<file path="src/rtl/in_port_if.sv">
// in_port_if: signal bundle between the in_port FIFO and its neighbours.
//   slave  modport: the in_port block itself.
//   master modport: the producer (ext_*) plus the CPU side (ld_inr, clr_err, readback).
// Signals:
//   ext_valid / ext_data / ext_ready : producer push handshake
//   ld_inr                           : CPU pop strobe (IN instruction)
//   in_data / in_empty / in_count    : head word and fill status toward the CPU
//   underrun / clr_err               : sticky empty-pop flag and its clear
interface in_port_if #(
   parameter int unsigned WIDTH  = 16,
   parameter int unsigned ADDR_W = 2
);
   logic              ext_valid;
   logic [WIDTH-1:0]  ext_data;
   logic              ext_ready;
   logic              ld_inr;
   logic [WIDTH-1:0]  in_data;
   logic              in_empty;
   logic [ADDR_W:0]   in_count;
   logic              underrun;
   logic              clr_err;

   modport slave (
      input  ext_valid, ext_data, ld_inr, clr_err,
      output ext_ready, in_data, in_empty, in_count, underrun
   );

   modport master (
      output ext_valid, ext_data, ld_inr, clr_err,
      input  ext_ready, in_data, in_empty, in_count, underrun
   );
endinterface

</file>
<file path="src/rtl/in_port.sv">
// in_port: input-side peripheral for the SIMPLE CPU. An external producer pushes words
// over a valid/ready handshake into a small circular FIFO; the CPU pops one word per IN
// instruction and reads the head combinationally on in_data in the same cycle.
// Ports:
//   clk : system clock, rising edge
//   rst : synchronous active-high reset (priority over everything)
//   bus : in_port_if.slave (ext_valid/ext_data/ext_ready, ld_inr, in_data, in_empty,
//         in_count, underrun, clr_err)
module in_port #(
   parameter int unsigned WIDTH  = 16,
   parameter int unsigned DEPTH  = 4,
   parameter int unsigned ADDR_W = 2
) (
   input  logic      clk,
   input  logic      rst,
   in_port_if.slave  bus
);

   localparam logic [ADDR_W:0] Full = (ADDR_W+1)'(DEPTH);

   logic [WIDTH-1:0]  mem_q [DEPTH];
   logic [ADDR_W-1:0] wr_ptr_q;
   logic [ADDR_W-1:0] rd_ptr_q;
   logic [ADDR_W:0]   count_q;
   logic              underrun_q;

   logic empty;
   logic ready;
   logic push;
   logic pop;

   // Ready comes from registered count only, so a pop never opens ready in the same cycle.
   assign empty = (count_q == '0);
   assign ready = (count_q != Full);
   assign push  = bus.ext_valid & ready;
   assign pop   = bus.ld_inr & ~empty;

   assign bus.ext_ready = ready;
   assign bus.in_empty  = empty;
   assign bus.in_count  = count_q;
   assign bus.underrun  = underrun_q;
   assign bus.in_data   = empty ? '0 : mem_q[rd_ptr_q];

   always_ff @(posedge clk) begin
      if (rst) begin
         wr_ptr_q   <= '0;
         rd_ptr_q   <= '0;
         count_q    <= '0;
         underrun_q <= 1'b0;
      end else begin
         if (push) begin
            mem_q[wr_ptr_q] <= bus.ext_data;
            wr_ptr_q        <= wr_ptr_q + ADDR_W'(1);
         end
         if (pop) begin
            rd_ptr_q <= rd_ptr_q + ADDR_W'(1);
         end
         if (push && !pop) begin
            count_q <= count_q + (ADDR_W+1)'(1);
         end else if (pop && !push) begin
            count_q <= count_q - (ADDR_W+1)'(1);
         end
         // A new empty pop beats a clear in the same cycle.
         if (bus.ld_inr && empty) begin
            underrun_q <= 1'b1;
         end else if (bus.clr_err) begin
            underrun_q <= 1'b0;
         end
      end
   end

endmodule

</file>
<file path="src/flat_wrapper.sv">
// flat-port wrapper written by rule: the top's interface ports become plain ports
module in_port_flat 
#(
   parameter int unsigned WIDTH  = 16,
   parameter int unsigned DEPTH  = 4,
   parameter int unsigned ADDR_W = 2
)
  (clk, rst, bus_ext_valid, bus_ext_data, bus_ld_inr, bus_clr_err, bus_ext_ready, bus_in_data, bus_in_empty, bus_in_count, bus_underrun);
  in_port_if #(.WIDTH(WIDTH), .ADDR_W(ADDR_W)) bus_i ();
  input  logic clk;
  input  logic rst;
  input wire logic [$bits(bus_i.ext_valid)-1:0] bus_ext_valid;
  input wire logic [$bits(bus_i.ext_data)-1:0] bus_ext_data;
  input wire logic [$bits(bus_i.ld_inr)-1:0] bus_ld_inr;
  input wire logic [$bits(bus_i.clr_err)-1:0] bus_clr_err;
  output wire logic [$bits(bus_i.ext_ready)-1:0] bus_ext_ready;
  output wire logic [$bits(bus_i.in_data)-1:0] bus_in_data;
  output wire logic [$bits(bus_i.in_empty)-1:0] bus_in_empty;
  output wire logic [$bits(bus_i.in_count)-1:0] bus_in_count;
  output wire logic [$bits(bus_i.underrun)-1:0] bus_underrun;
  assign bus_i.ext_valid = bus_ext_valid;
  assign bus_i.ext_data = bus_ext_data;
  assign bus_i.ld_inr = bus_ld_inr;
  assign bus_i.clr_err = bus_clr_err;
  assign bus_ext_ready = bus_i.ext_ready;
  assign bus_in_data = bus_i.in_data;
  assign bus_in_empty = bus_i.in_empty;
  assign bus_in_count = bus_i.in_count;
  assign bus_underrun = bus_i.underrun;
  in_port #(.WIDTH(WIDTH), .DEPTH(DEPTH), .ADDR_W(ADDR_W)) u_core (.clk(clk), .rst(rst), .bus(bus_i));
endmodule
</file>
<file path="config.mk">
export PLATFORM = sky130hd
export DESIGN_NAME = in_port_flat
export DESIGN_NICKNAME = d
export VERILOG_FILES = /design/src/rtl/in_port_if.sv /design/src/rtl/in_port.sv /design/src/flat_wrapper.sv
export SDC_FILE = /design/constraint.sdc
export NUM_CORES = 1
export LEC_CHECK = 0
export CORE_AREA = 5 5 92 94
export CTS_BUF_LIST = sky130_fd_sc_hd__clkbuf_2
export DETAILED_ROUTE_END_ITERATION = 12
export DIE_AREA = 0 0 97 99
export PLACE_DENSITY = 0.67
export SLEW_MARGIN = 30
export SYNTH_ARGS = -nofsm -noshare
export SYNTH_HDL_FRONTEND = slang
export SYNTH_SLANG_ARGS = --single-unit
</file>
<file path="constraint.sdc">
create_clock -name clk -period 6.1 [get_ports clk]
set_input_delay 1.22 -clock clk [delete_from_list [all_inputs] [get_ports clk]]
set_output_delay 1.22 -clock clk [all_outputs]
set_load 0.05 [all_outputs]
</file>
== Word level (Yosys, flattened, before mapping) ==
Memory sizes are Yosys's and may differ from the RTL's. A register that Yosys moved wholly into a read port is not among the register bits.
Index checks and enable logic that the tools add are counted.

* Word-level logic and storage cells: 31
* Memories kept: 1
* Output and inout bits: 22
* Memory bits (writable): 64
* Input bits: 21
* Flip-flop bits (word level): 8

{| class="wikitable"
|+ Memory list
! memory !! words !! width !! rd ports !! clocked after Yosys merged registers in !! write ports !! RTL line !! text
|-
| u_core.mem_q || 4 || 16 || 1 || 1 || 1 || in_port.sv:21 || <nowiki>logic [WIDTH-1:0] mem_q [DEPTH];</nowiki>
|}

* Equal/unequal tests: 1
* Reductions and logical operators: 8
* $add $sub $neg: 4
* Multiplexer cells: 10
* Bitwise logic cells: 3

{| class="wikitable"
|+ Operators with widths
! operator !! number
|-
| $mux 16 || 1
|-
| $mux 3 || 2
|-
| $mux 1 || 5
|-
| $add 2x1->2 const B || 2
|-
| $mux 2 || 2
|-
| $reduce_bool 2->1 || 2
|-
| $add 3x1->3 const B || 1
|-
| $logic_and 1x1->1 || 3
|-
| $logic_not 3->1 || 1
|-
| $ne 3x3->1 const B || 1
|-
| $sub 3x1->3 const B || 1
|-
| $and 1x1->1 || 2
|-
| $logic_not 1->1 || 2
|-
| $not 1->1 || 1
|}

== Logic depth before layout (Yosys ltp) ==
Gate-level depths: netlist of run 1.

* Word-level depth: 6
* Depth in mapped cells: 9
* Gate-level depth less buffers: 9

== Least setup slack after synthesis of run 1 ==
OpenSTA, ideal clock, no wires.

* Path type: reg2out
* Start: reg u_core.count_q[0], in the netlist u_core.bus.in_count[0]
* End: out bus_in_data[0]
* Path buffers: 2
* Cell stages (with the launch flop): 5
* Data required time: 4880 ps
* Arrival: 2015 ps
* Slack: 2865 ps
* Path through: dfxtp_1 -> nor3_1 -> buf_2 -> buf_2 -> nor2b_1

* Longest elaborated chain between the ends: 2

{| class="wikitable"
|+ Ends and longest elaborated chain
! item !! RTL line !! text
|-
| from (decl) || in_port.sv:24 || <nowiki>logic [ADDR_W:0] count_q;</nowiki>
|-
| from (signal assigned) || in_port.sv:59 || <nowiki>count_q <= count_q + (ADDR_W+1)'(1);</nowiki>
|-
| from (signal assigned) || in_port.sv:61 || <nowiki>count_q <= count_q - (ADDR_W+1)'(1);</nowiki>
|-
| $logic_not 3->1 || in_port.sv:33 || <nowiki>assign empty = (count_q == '0);</nowiki>
|-
| named net bus_in_empty || flat_wrapper.sv:18 || <nowiki>output wire logic [$bits(bus_i.in_empty)-1:0] bus_in_empty;</nowiki>
|-
| $mux 16 || in_port.sv:42 || <nowiki>assign bus.in_data = empty ? '0 : mem_q[rd_ptr_q];</nowiki>
|-
| to (decl) || flat_wrapper.sv:17 || <nowiki>output wire logic [$bits(bus_i.in_data)-1:0] bus_in_data;</nowiki>
|}

The timed path passes the listed nets, and every way through them passes these cells.

==> flow_metrics.py, run 1 <==
metrics = {
    "run_status": {
        "run_status": "finished clean",
    },
    "final_layout": {
        "layout-drive-gt1-share": 0.226,
        "fill_cells": 635,
        "area_growth_pct": 25.0,
        "multi_input_area_um2": 782,
        "ff_latch_area_mm2": 0.00212,
        "antenna_cells_inserted": 0,
        "finalNetCount": 234,
    },
    "critical_path": {
        "critPathArrivalTime_ps": 2650,
        "cp.required_ps": 4880,
        "r2r_slack_ps": 3830,
        "critPathBufInv": 1,
        "worstPathCellList": "mux4_2, nor2b_1, clkdlybuf4s50_1",
        "cp_max_fo": 16,
        "cp-start-kind": "flip-flop",
        "cpLargestDelayFamily": "flip-flops",
        "critical-path-max-stage-delay_ps": 850,
        "slowest_stage": "dfxtp_1",
        "crit_type": "reg2out",
        "end_kind": "primary output",
    },
    "floorplan": {
        "dieHeight_um": 99,
        "die_area_mm2": 0.00960,
        "ioPinCount": 43,
        "core_mm2": 0.00757,
        "dieWidth_um": 97,
        "rows": 32,
        "start_util": 0.389,
    },
    "cts": {
        "numCtsBuffers": 9,
        "cts_resized": 0,
        "post_cts_buffers": 0,
        "htreeDepth": 3,
        "cts_num_sinks": 74,
        "clk_pin_slew_ps": 180,
        "cts-root-buf": "clkbuf_2",
        "cts_buffer_depth": 2,
        "cts_tree": "yes",
        "clk_latency_ps": 500,
        "cts_hold_buf": 0,
    },
    "yosys": {
        "synthAdderAreaFrac": 0.0281,
        "ys_ff_latch": 74,
        "synthMuxAreaShare": 0.134,
        "syn_area_per_cell_um2": 19.0,
        "seq_area_frac_synth": 0.721,
        "netlist_instances": 155,
        "synthXorXnorAreaFrac": 0.00893,
        "synthSimpleGateAreaFrac": 0.0748,
        "yosys_warnings": 0,
        "synth_top_family_by_area": "multiplexers",
        "synth_compound_area_frac": 0.0111,
        "ys_types": 26,
        "syn-num-nets": 182,
        "netlist_area_mm2": 0.00294,
    },
    "timing": {
        "period_share": 0.634,
        "drv_slew": 0,
        "grt_setup_unrepaired": "false",
        "hold_viol_final": 0,
        "max_freq_ghz": 0.258,
        "fin_crit_ps": 3870,
        "fin_ws_ps": 2230,
        "worst_pin_slew_ps": 793,
        "tns_ps": 0,
        "relSlewSlack": 0.469,
        "whs_ps": 514,
        "skew_ps": 13.2,
        "setup-violations-final": 0,
    },
    "place": {
        "portBuffers": 42,
        "dpl.hpwl_um": 3280,
        "gp_congestion": 0.696,
        "pre_cts_ws_ps": 2690,
    },
    "route": {
        "routed_via_density": 4.66,
        "vias": 1462,
        "drc": 0,
        "ant_nets": 0,
        "firstDrtPassIters": 4,
        "wire_per_inst_um": 15.3,
        "totalWireLength_um": 4820,
        "drt_iter0_drc": 77,
    },
    "run": {
        "drv_cap": 0,
    },
    "power": {
        "vdd_drop_max_uv": 191,
        "power.density_mw_per_mm2": 483,
        "p_leak_nw": 1.22,
    },
    "grt": {
        "grt_start_max_net_pins": 19,
        "grt_pass1_wl_um": 7870,
        "grt_antenna_before_repair": 0,
        "grt_pass1_vias": 1549,
        "grt_use_total": 0.108,
        "grt_overflow": 0,
    },
    "worst_hold_path": {
        "worstHoldPathType": "reg2reg",
    },
}
## cell families after synthesis
logic type,Yosys count
AND/OR/NAND/NOR,36
buffers and inverters,11
multiplexers,19
flip-flops,74
XOR/XNOR,3
AO/OA/AOI/OAI,6
adder cells (fa/ha/maj),6
## final timing paths
check,end,startpoint,cells after the start
hold reg to reg,flip-flop,u_core.rd_ptr_q[1],2
setup / recovery,bus_in_data[3],flip-flop,3
setup reg to reg,u_core.bus.in_count[2],u_core.bus.in_count[0],9
hold / removal,flip-flop,u_core.rd_ptr_q[1],2
## metal layers
layer / up-vias / share of wire / global-route usage
li1: 702 / - / -
met1: 717 / 0.44 / 0.126
met2: 34 / 0.51 / 0.177
met3: 9 / 0.040 / 0.0410
met4: 0 / 0.015 / 0.0486
met5: - / 0 / 0
## stage by stage
step / total power, W / utilization / cells / area (um2)
2_1_floorplan: 0.00121 / - / 155 / 2940
4_1_cts: 0.00180 / 0.486 / 314 / 3680
3_3_place_gp: 0.00145 / 0.464 / 298 / 3510
3_5_place_dp: 0.00145 / 0.464 / 298 / 3510
6_report: 0.00178 / 0.486 / 314 / 3680
5_1_grt: 0.00187 / 0.486 / 314 / 3680
## Yosys cell counts
library cell	number	area share
edfxtp_1	64	0.65
nor3_1	1	0.0017
o21ai_0	2	0.0034
o31ai_1	1	0.0026
nand2b_1	2	0.0043
mux2i_1	2	0.0068
xor2_1	3	0.0089
or3_2	1	0.0026
mux4_2	16	0.12
inv_4	1	0.0021
nor2_1	7	0.0089
a21oi_1	3	0.0051
dfxtp_1	10	0.068
mux2_4	1	0.0051
clkbuf_1	1	0.0013
or3b_4	1	0.0038
buf_6	2	0.0077
inv_1	3	0.0038
nand2_1	1	0.0013
nor3b_1	4	0.010
buf_2	4	0.0068
nand2_4	1	0.0038
or3_1	1	0.0021
nor2b_1	17	0.036
ha_1	5	0.021
fa_1	1	0.0068
## worst register-to-register path, stage by stage, from the launching register on
cell,delay (ps)
dfxtp_1,530
or3b_4,210
nand2_4,90
inv_4,80
ha_1,180
inv_1,60
fa_1,370
xor2_1,160
or3_2,410
a21oi_1,140
## where the power goes
group / leakage, nW / total (W) / internal (W) / switching [W]
Clock: 0.0969 / 0.000348 / 0.000181 / 0.000167
Sequential: 0.663 / 0.000631 / 0.000596 / 0.0000354
Combinational: 0.456 / 0.000798 / 0.000302 / 0.000495
## flip-flops by register name (all words and copies together) (netlist names), named ones only
signal               count
u_core.rd_ptr_q          2
u_core.wr_ptr_q          2
u_core.bus.in_count      3
u_core.mem_q            64
u_core.bus.underrun      1
## area by class of cell
| class | count | area share |
|---|---|---|
| Sequential cell | 74 | 0.577 |
| Multi-Input combinational cell | 70 | 0.213 |
| Timing Repair Buffer | 48 | 0.127 |
| Tap cell | 102 | 0.0347 |
| Clock inverter | 6 | 0.0306 |
| Clock buffer | 10 | 0.0136 |
| Inverter | 4 | 0.00476 |
## layout by cell type, fill, tap and decap left out
master	Yosys	layout
a21oi_1	3	3
buf_4	0	6
bufinv_16	0	3
clkbuf_2	0	10
clkdlybuf4s50_1	0	42
clkinv_2	0	1
dfxtp_1	10	10
edfxtp_1	64	64
fa_1	1	1
ha_1	5	5
inv_1	3	3
inv_4	1	1
inv_6	0	2
mux2_4	1	1
mux2i_1	2	2
mux4_2	16	16
nand2_1	1	1
nand2_4	1	1
nand2b_1	2	2
nor2_1	7	7
nor2b_1	17	17
nor3_2	0	1
nor3b_2	0	4
o21ai_0	2	2
o31ai_1	1	1
or3_1	1	1
or3_2	1	1
or3b_4	1	1
xor2_1	3	3
Power figures use the tool's default switching activity.
==> inputs of run 2 (changes only) <==
- PLACE_DENSITY: 0.67 -> 0.69
- clock period: 6.1 -> 3.55 ns (I/O delays scaled with it)
==> run 2 against run 1 <==
Compared with the run above: wire length rose by 1.6%; count of clock-buffer cells in the layout unchanged; register-to-register slack got worse by 2500 ps; sequential share of layout area grew 0.16 points; sequential cell count unchanged; final cell count grew 0.64%; non-clock buffer count rose by 2.
==> flow_metrics.py, run 2 (synthesized netlist as in run 1, its figures left out) <==
metrics = {
    "place": {
        "dpl.hpwl_um": 3260,
        "gp_congestion": 0.669,
        "portBuffers": 42,
        "place_area_mm2": 0.00353,
    },
    "floorplan": {
        "rows": 32,
        "start_util": 0.389,
        "core_mm2": 0.00757,
        "ioPinCount": 43,
        "dieWidth_um": 97,
        "die_area_mm2": 0.00960,
        "dieHeight_um": 99,
    },
    "grt": {
        "globalRouteMet1Util": 0.135,
        "grt_use_total": 0.110,
        "grt_use_met2": 0.178,
        "grt_overflow": 0,
        "grt_pass1_wl_um": 8070,
        "grt_start_max_net_pins": 17,
        "busiest_layer": "met2",
        "grt_use_met3": 0.0304,
        "grt_pass1_vias": 1587,
        "grt_antenna_before_repair": 0,
    },
    "route": {
        "firstDrtPassIters": 4,
        "totalWireLength_um": 4900,
        "vias": 1474,
        "drc": 0,
        "drt_iter0_drc": 84,
        "wire_per_inst_um": 15.5,
        "routed_via_density": 4.66,
        "ant_nets": 0,
    },
    "timing": {
        "drv_slew": 0,
        "period_share": 0.930,
        "grt_setup_unrepaired": "false",
        "tns_ps": 0,
        "relSlewSlack": 0.521,
        "worst_pin_slew_ps": 715,
        "hold_viol_final": 0,
        "skew_ps": 30.7,
        "whs_ps": 497,
        "max_freq_ghz": 0.303,
        "setup-violations-final": 0,
        "fin_crit_ps": 3300,
    },
    "critical_path": {
        "critical-path-max-stage-delay_ps": 700,
        "worstRegToRegCells": 9,
        "worstPathCellList": "nor3_2, buf_4, nor2b_1, clkdlybuf4s50_1",
        "end_kind": "primary output",
        "cp-start-kind": "flip-flop",
        "r2r_slack_ps": 1290,
        "crit_type": "reg2out",
        "cp.required_ps": 2840,
        "slowest_stage": "clkdlybuf4s50_1",
        "cp_max_fo": 11,
        "critPathArrivalTime_ps": 2590,
        "critical_path.reg2reg.endpoint": "u_core.bus.in_count[2]",
        "r2r_start": "u_core.bus.in_count[0]",
    },
    "final_layout": {
        "largest_register_ffs": 64,
        "layout.cells.most_common": "edfxtp_1",
        "area_growth_pct": 24.6,
        "layout-drive-gt1-share": 0.238,
        "fill_cells": 615,
        "layout_common_cells": "edfxtp_1 (64), clkdlybuf4s50_1 (41), nor2b_1 (17)",
        "finalNetCount": 236,
        "antenna_cells_inserted": 0,
        "stdcell_area_mm2": 0.00367,
        "largest_register": "u_core.mem_q",
    },
    "worst_hold_path": {
        "worstHoldPathType": "reg2reg",
        "min_path_cells": 2,
        "worstHoldStart": "u_core.rd_ptr_q[1]",
    },
    "power": {
        "p_leak_nw": 1.21,
        "power.density_mw_per_mm2": 815,
        "vdd_drop_max_uv": 304,
    },
    "cts": {
        "cts_num_sinks": 74,
        "numCtsBuffers": 9,
        "cts_resized": 0,
        "cts-root-buf": "clkbuf_2",
        "htreeDepth": 3,
        "cts_buffer_depth": 2,
        "post_cts_buffers": 0,
        "clk_pin_slew_ps": 180,
        "cts_tree": "yes",
        "clk_latency_ps": 470,
        "cts_hold_buf": 0,
    },
    "run": {
        "drv_cap": 0,
    },
    "run_status": {
        "run_status": "finished clean",
    },
}
-- run 2: power by group --
group          internal (W)  leakage, nW  total (W)  switching (W)
Sequential          0.00102        0.663    0.00108      0.0000578
Clock              0.000239       0.0825   0.000521       0.000282
Combinational      0.000524        0.468    0.00139       0.000861
Total               0.00179         1.21    0.00299        0.00120
-- run 2: metrics by stage --
stage	cells	setup WS [ps]	utilization	total power, W
2_1_floorplan	155	672	-	0.00207
3_3_place_gp	300	735	0.466	0.00250
3_5_place_dp	300	721	0.466	0.00251
4_1_cts	316	139	0.485	0.00303
5_1_grt	316	8.12	0.485	0.00315
6_report	316	248	0.485	0.00299
-- run 2: how the worst max path moves through the flow --
stage	slack, ps	startpoint	end
after floorplan	670	u_core.bus.in_count[0]	u_core.mem_q[1][0]
after global placement	740	u_core.bus.in_count[0]	bus_in_data[8]
after detailed placement	720	u_core.bus.in_count[0]	bus_in_data[7]
after CTS	140	u_core.bus.in_count[0]	bus_in_data[7]
after global routing	8	u_core.bus.in_count[0]	bus_in_data[14]
final	250	u_core.bus.in_count[0]	bus_in_data[7]
-- run 2: layout make-up --
class | count | area [um2] | area share
Clock inverter | 6 | 90.1 | 0.0246
Tap cell | 102 | 128 | 0.0348
Multi-Input combinational cell | 70 | 782 | 0.213
Sequential cell | 74 | 2120 | 0.579
Clock buffer | 10 | 50.0 | 0.0136
Inverter | 4 | 17.5 | 0.00478
Timing Repair Buffer | 50 | 478 | 0.130
-- run 2: critical path: cells and delay by family (launching register included) --
kind / cells / cell delay (ps)
flip-flops: 1 / 430
buffers and inverters: 2 / 1010
AND/OR/NAND/NOR: 2 / 690
-- run 2: per-layer routing --
layer | part of all wire | up-vias
met5 | 0 | -
met4 | 0.015 | 0
met3 | 0.038 | 6
met2 | 0.52 | 32
met1 | 0.43 | 733
li1 | - | 703
